===== config.mk =====
export PLATFORM = sky130hd
export DESIGN_NAME = switch_allocator
export DESIGN_NICKNAME = d
export VERILOG_FILES = /design/src/rtl/switch_allocator.sv
export SDC_FILE = /design/constraint.sdc
export NUM_CORES = 1
export LEC_CHECK = 0
export CORE_UTILIZATION = 56
export CTS_CLUSTER_DIAMETER = 30
export CTS_CLUSTER_SIZE = 30
export DETAILED_ROUTE_END_ITERATION = 16
export GPL_TIMING_DRIVEN = 0
export PLACE_DENSITY = 0.8
export SYNTH_ARGS = -nofsm -noshare
export SYNTH_HDL_FRONTEND = slang
export SYNTH_SLANG_ARGS = --single-unit

===== constraint.sdc =====
create_clock -name clk -period 4.1 [get_ports clk]
set_input_delay 1.025 -clock clk [delete_from_list [all_inputs] [get_ports clk]]
set_output_delay 1.025 -clock clk [all_outputs]
set_load 0.01 [all_outputs]

===== src/rtl/switch_allocator.sv =====
// Five-port wormhole switch allocator: each output locks to one input for a whole packet.
// Arbitration is round-robin per output (FAIR=1) or fixed priority LOCAL>WEST>NORTH>EAST>SOUTH.
module switch_allocator #(
  parameter bit FAIR = 1'b1
) (
  input  logic       clk,
  input  logic       rst,
  input  logic [4:0] buffer_req,
  input  logic [2:0] buffer_dport [0:4],
  input  logic [4:0] buffer_tail,
  input  logic [4:0] out_ready,
  output logic [4:0] buffer_grant,
  output logic [2:0] xbar_sel [0:4],
  output logic [4:0] out_valid,
  output logic [4:0] out_lock
);

  localparam int unsigned NP = 5;
  localparam int unsigned PW = 3;
  localparam logic [PW-1:0] NONE = 3'b111;

  typedef enum logic {IDLE, LOCKED} state_t;

  state_t          state_q [NP];
  logic [PW-1:0]   owner_q [NP];
  logic [PW-1:0]   ptr_q   [NP];

  logic [NP-1:0]   busy;
  logic [NP-1:0]   cand [NP];
  logic [NP-1:0]   found;
  logic [PW-1:0]   pick [NP];
  logic [NP-1:0]   grant;
  logic [NP-1:0]   valid;
  logic [NP-1:0]   release_o;

  // (a + k) mod NP for a < NP and k < NP
  function automatic logic [PW-1:0] wrap_add(input logic [PW-1:0] a, input int unsigned k);
    logic [3:0] s;
    s = 4'(a) + 4'(k);
    if (s >= 4'(NP)) s = s - 4'(NP);
    return PW'(s);
  endfunction

  // Inputs that currently own some locked output
  always_comb begin
    busy = '0;
    for (int o = 0; o < NP; o++) begin
      if (state_q[o] == LOCKED) begin
        for (int i = 0; i < NP; i++) begin
          if (owner_q[o] == PW'(i)) busy[i] = 1'b1;
        end
      end
    end
  end

  // Candidate sets; invalid dport codes never match an output index
  always_comb begin
    for (int o = 0; o < NP; o++) begin
      cand[o] = '0;
      for (int i = 0; i < NP; i++) begin
        cand[o][i] = buffer_req[i] && (buffer_dport[i] == PW'(o)) && !busy[i];
      end
    end
  end

  // Per-output arbitration
  always_comb begin
    for (int o = 0; o < NP; o++) begin
      found[o] = 1'b0;
      pick[o]  = NONE;
      if (FAIR) begin
        for (int k = 0; k < NP; k++) begin
          if (!found[o] && cand[o][wrap_add(ptr_q[o], k)]) begin
            found[o] = 1'b1;
            pick[o]  = wrap_add(ptr_q[o], k);
          end
        end
      end else begin
        for (int i = 0; i < NP; i++) begin
          if (!found[o] && cand[o][i]) begin
            found[o] = 1'b1;
            pick[o]  = PW'(i);
          end
        end
      end
    end
  end

  // Flit transfer on locked outputs; suppressed while reset is asserted
  always_comb begin
    grant     = '0;
    valid     = '0;
    release_o = '0;
    for (int o = 0; o < NP; o++) begin
      if (rst && state_q[o] == LOCKED) begin
        for (int i = 0; i < NP; i++) begin
          if (owner_q[o] == PW'(i) && buffer_req[i] && out_ready[o]) begin
            grant[i]     = 1'b1;
            valid[o]     = 1'b1;
            release_o[o] = buffer_tail[i];
          end
        end
      end
    end
  end

  // Per-output state machine; release cycle never reallocates
  always_ff @(posedge clk) begin
    if (!rst) begin
      for (int o = 0; o < NP; o++) begin
        state_q[o] <= IDLE;
        owner_q[o] <= NONE;
        ptr_q[o]   <= '0;
      end
    end else begin
      for (int o = 0; o < NP; o++) begin
        case (state_q[o])
          IDLE: begin
            if (found[o]) begin
              state_q[o] <= LOCKED;
              owner_q[o] <= pick[o];
            end
          end
          LOCKED: begin
            if (release_o[o]) begin
              state_q[o] <= IDLE;
              owner_q[o] <= NONE;
              if (FAIR) ptr_q[o] <= wrap_add(owner_q[o], 1);
            end
          end
        endcase
      end
    end
  end

  always_comb begin
    buffer_grant = grant;
    out_valid    = valid;
    for (int o = 0; o < NP; o++) begin
      xbar_sel[o] = owner_q[o];
      out_lock[o] = (state_q[o] == LOCKED);
    end
  end

endmodule


; ---- Word level (Yosys, flattened, before mapping)
; Memory sizes are Yosys's and may differ from the RTL's.
; Index checks and enable logic that the tools add are counted.
[word_totals]
ff_bits = 0
latch_bits = 0
mem_bits_rw = 35
rom_bits = 0
inputBits = 32
output_inout_bits = 30
wordCells = 668
mem_count = 3
[memory_table]
columns = name, depth, width, rd, rd_clocked_by_memory_dff, wr, line_no
row1 = owner_q, 5, 3, 5, 0, 5, 25  ; logic [PW-1:0] owner_q [NP];
row2 = ptr_q, 5, 3, 5, 0, 5, 26  ; logic [PW-1:0] ptr_q [NP];
row3 = state_q, 5, 1, 5, 0, 5, 24  ; state_t state_q [NP];
[op_classes]
n_addsub = 55
n_mul = 0
div = 0
magnitude_cmp = 55
n_eq_ne = 40
shifts = 0
n_mux = 330
bitwise = 25
n_reduce_logical = 160
[ops]
columns = operator, n
row1 = $mux W3, 85
row2 = $mux W1, 210
row3 = $logic_and A1 B1 Y1, 125
row4 = $ge A4 B3 Y1 const B, 25
row5 = $lt A3 B4 Y1 const B, 25
row6 = $sub A3 B3 Y3 const B, 30
row7 = $bmux W1 S3, 25
row8 = $eq A3 B2 Y1 const B, 20
row9 = $mux W5, 10
row10 = $add A3 B1 Y4 const B, 10
row11 = $add A3 B2 Y4 const B, 10
row12 = $eq A3 B1 Y1 const B, 10
row13 = $eq A3 B3 Y1 const B, 10
row14 = $logic_not A3 Y1, 10
row15 = $logic_not A1 Y1, 25
row16 = $or A1 B1 Y1, 25
row17 = $add A3 B3 Y4 const B, 5
row18 = $ge A3 B3 Y1 const B, 5

; ---- Logic depth before layout (Yosys ltp)
; An unclocked memory read counts as a cell.
[depth]
depth_word = 35
ltp_mapped = 17
depth_no_buf = 14

; ---- Worst setup path after synthesis
; OpenSTA, ideal clock, no wires.
[synth_path]
path_type = register to register
start = memory ptr_q[0][0]
end = memory state_q[1] (netlist name), data pin
arrival_time_ns = 3.872
setup_slack_ns = -0.055
path_stages_with_launch = 18
path_buffers = 3
path_cell_list = edfxtp_1 > clkbuf_1 > inv_1 > clkbuf_1 > ha_1 > inv_1 > fa_1 > a21oi_1 > mux2i_1 > nor3_1 > o22ai_1 > nand3_1 > nor4_2 > o2bb2ai_1 > nand4_2 > nor3b_4 > buf_6 > nor2_1
[synth_lines]
columns = element, line_no
row1 = "start, declared", 26
row2 = "end, declared", 24

==> run_results.csv <==
group,metric,value,unit
layout,drive_above_1_share,0.203,
layout,final_common_cell,"nor2_1",
synth,synth_cells,1054,
layout,fill_cells,1028,
die,initial_core_util,0.572,
placed_design,portBuffers,58,
synth,synthDistinctLibCells,105,
timing,fin_crit_sh,1.00,
placed_design,gp_congestion,0.986,
clock_network,cts.sinks,35,
die,dieArea,14600,sq um
synth,syn_area,7910,sq um
routing,viasPerCell,6.82,
clock_network,h-tree-depth,2,
routing,dr_total_vias,9236,
synth,synth-main-ff-cell,"edfxtp_1",
power_and_ir_drop,vdd_ir_drop_max,0.389,mV
grt,grt_pass1_wl,42.3,mm
layout,layout_common_cells,"nor2_1, nand2_1, buf_4, ha_1, inv_1",
clock_network,insertion_delay,0.29,ns
critical_path,endpoint_kind,"register",
critical_path,slowest_delay,0.65,ns
critical_path,crit_required,4.11,ns
clock_network,cts.path.max_buffers,2,
critical_path,crit_chain,"clkdlybuf4s15_1 -> nand4_1 -> buf_4 -> or4_1 -> nor4_2 -> a31oi_1 -> o21ai_0 -> o41ai_4 -> nand4_2 -> nor3b_4 -> buf_6 -> or4_1",
timing,fmax,244,MHz
layout,area_growth,25.8,%
clock_network,cts.clk_slew.worst_paths,0.05,ns
die,io-pin-count,62,
grt,grt_antenna_before_repair,1,
critical_path,critPathKind,"input port to register",
clock_network,cts_tree,"done",
timing,drv_slew,0,
grt,grt_usage,0.363,
die,die_x,121,um
timing,hold_slack,0.617,ns
synth,synth_edf_count,31,
worst_hold_path,hold_class,"register to register",
timing,fin_worst_skew,0.00597,ns
grt,gr-total-overflow,0,
timing,worst_slack,-0.00489,ns
timing,tns,-0.00489,ns
grt,grt_pass1_vias,8310,
power_and_ir_drop,p_leak,0.00400,uW
routing,first_pass_iters,8,
grt,grt_max_degree,12,
critical_path,cp_slowest_cell,"or4_1",
timing,grt_setup_unrepaired,"true",
synth,ys_ff_latch,35,
die,die_y,121,um
job,cap_violations,0,
routing,routed_wl,27.7,mm
clock_network,holdBufCountCts,0,
synth,yosysWarnings,0,
routing,drt-initial-drc-count,1066,
status,failed_checks,"setup timing",
timing,fin_crit,4.10,ns
timing,tightest_slew,0.677,ns
placed_design,hpwlAfterDp,19.8,mm
synth,ys_seq_area_frac,0.128,
clock_network,numCtsBuffers,5,
layout,final_nets,1279,
synth,synthesis.nets,1160,
routing,wl_per_cell,20.4,um
routing,drtAntennaViolNets,0,
synth,avgSynthCellArea,7.51,sq um
critical_path,cp-start-kind,"input port",
critical_path,cp_max_fo,7,
critical_path,arrival,4.11,ns
timing,setup_viol,1,
routing,drc,0,
synth,async_flop_share,0,
timing,hold_viol_final,0,
clock_network,cts-root-buf,"clkbuf_16",
die,num_rows,43,
die,core_area,13800,sq um
critical_path,path_common_cell,"or4_1",
status,status,"finished with violations",
timing,slew_headroom,0.546,
power_and_ir_drop,power_density,480,nW/um^2
[state kept, by name, summed over array words and instances, names as in the netlist]
register  count
ptr_q        15
state_q       5
owner_q      15
[timing repair]
action / in CTS / in global routing
endpoints found under the setup margin: 38 / 26
buffers inserted: 27 / 30
resized for setup: 76 / 78
pin swaps: 13 / 24
cloned: 1 / 0
[layout make-up]
| class | instances | area [sq um] | area share |
|---|---|---|---|
| antenna | 1 | 2.50 | 0.000251 |
| timing repair buffer | 116 | 1020 | 0.103 |
| sequential | 35 | 1010 | 0.102 |
| inverter | 66 | 260 | 0.0261 |
| multi-input combinational | 913 | 7000 | 0.703 |
| tap | 180 | 225 | 0.0226 |
| clock inverter | 2 | 35.0 | 0.00352 |
| clock buffer | 6 | 139 | 0.0139 |
| buffer | 36 | 258 | 0.0259 |
[final timing paths]
check / startpoint / to / slack (ns) / depth (start not counted)
max: buffer_req[4] / owner_q[2][1] / -0.005 / 12
min: owner_q[4][0] / owner_q[4][0] / 0.62 / 1
max reg2reg: owner_q[3][0] / owner_q[2][2] / 0.03 / 16
min reg2reg: owner_q[4][0] / owner_q[4][0] / 0.62 / 1
[worst max-delay path: cells and delay by family]
family                 cells  cell delay [ns]
AOI/OAI and AO/OA          3             0.44
buffers and inverters      3             0.77
and+or+nand+nor            6             1.87
[Yosys cell counts, types with 18 or more instances]
library cell,n,area [sq um]
inv_1,63,236
nor2_1,119,447
edfxtp_1,31,931
ha_1,69,863
nand3b_1,22,165
mux2i_1,28,280
nor3_1,29,145
nand4_1,24,150
a21oi_1,50,250
nand2b_1,22,138
nand3_1,56,280
a31oi_1,18,113
nor2b_1,18,113
o22ai_1,21,131
xnor2_1,20,175
nand2_1,82,308
o21ai_0,48,240
[per-stage QoR]
| step | util | worst slack, ns | total power (uW) | instance area (sq um) | instances |
|---|---|---|---|---|---|
| floorplan | - | 0.0543 | 2860 | 7920 | 1054 |
| global placement | 0.631 | -0.925 | 3660 | 8720 | 1292 |
| detailed placement | 0.631 | -0.957 | 3690 | 8720 | 1292 |
| CTS | 0.682 | 0.00273 | 4420 | 9430 | 1325 |
| global route | 0.720 | -0.0661 | 5060 | 9960 | 1355 |
| finish | 0.720 | -0.00489 | 4780 | 9960 | 1355 |
[kinds of logic after synthesis]
| kind of cell | Yosys count | share of synthesized area |
|---|---|---|
| AOI/OAI and AO/OA | 288 | 0.268 |
| buffers and inverters | 106 | 0.0615 |
| xor gates and xnor gates | 28 | 0.0319 |
| and+or+nand+nor | 479 | 0.326 |
| DFF | 35 | 0.128 |
| adders and majority gates | 74 | 0.122 |
| muxes | 44 | 0.0634 |
[layer usage]
layer | part of all wire | global-route usage
met5 | 0 | 0
met4 | 0.051 | 0.168
met3 | 0.097 | 0.0465
met2 | 0.44 | 0.573
met1 | 0.41 | 0.490
[report_power, final]
group / total (uW) / leakage (uW) / internal [uW] / switching (uW)
sequential: 733 / 0.000327 / 548 / 186
clock: 450 / 0.0000869 / 302 / 148
combinational: 3600 / 0.00358 / 1560 / 2040
Power figures use the tool's default switching activity.
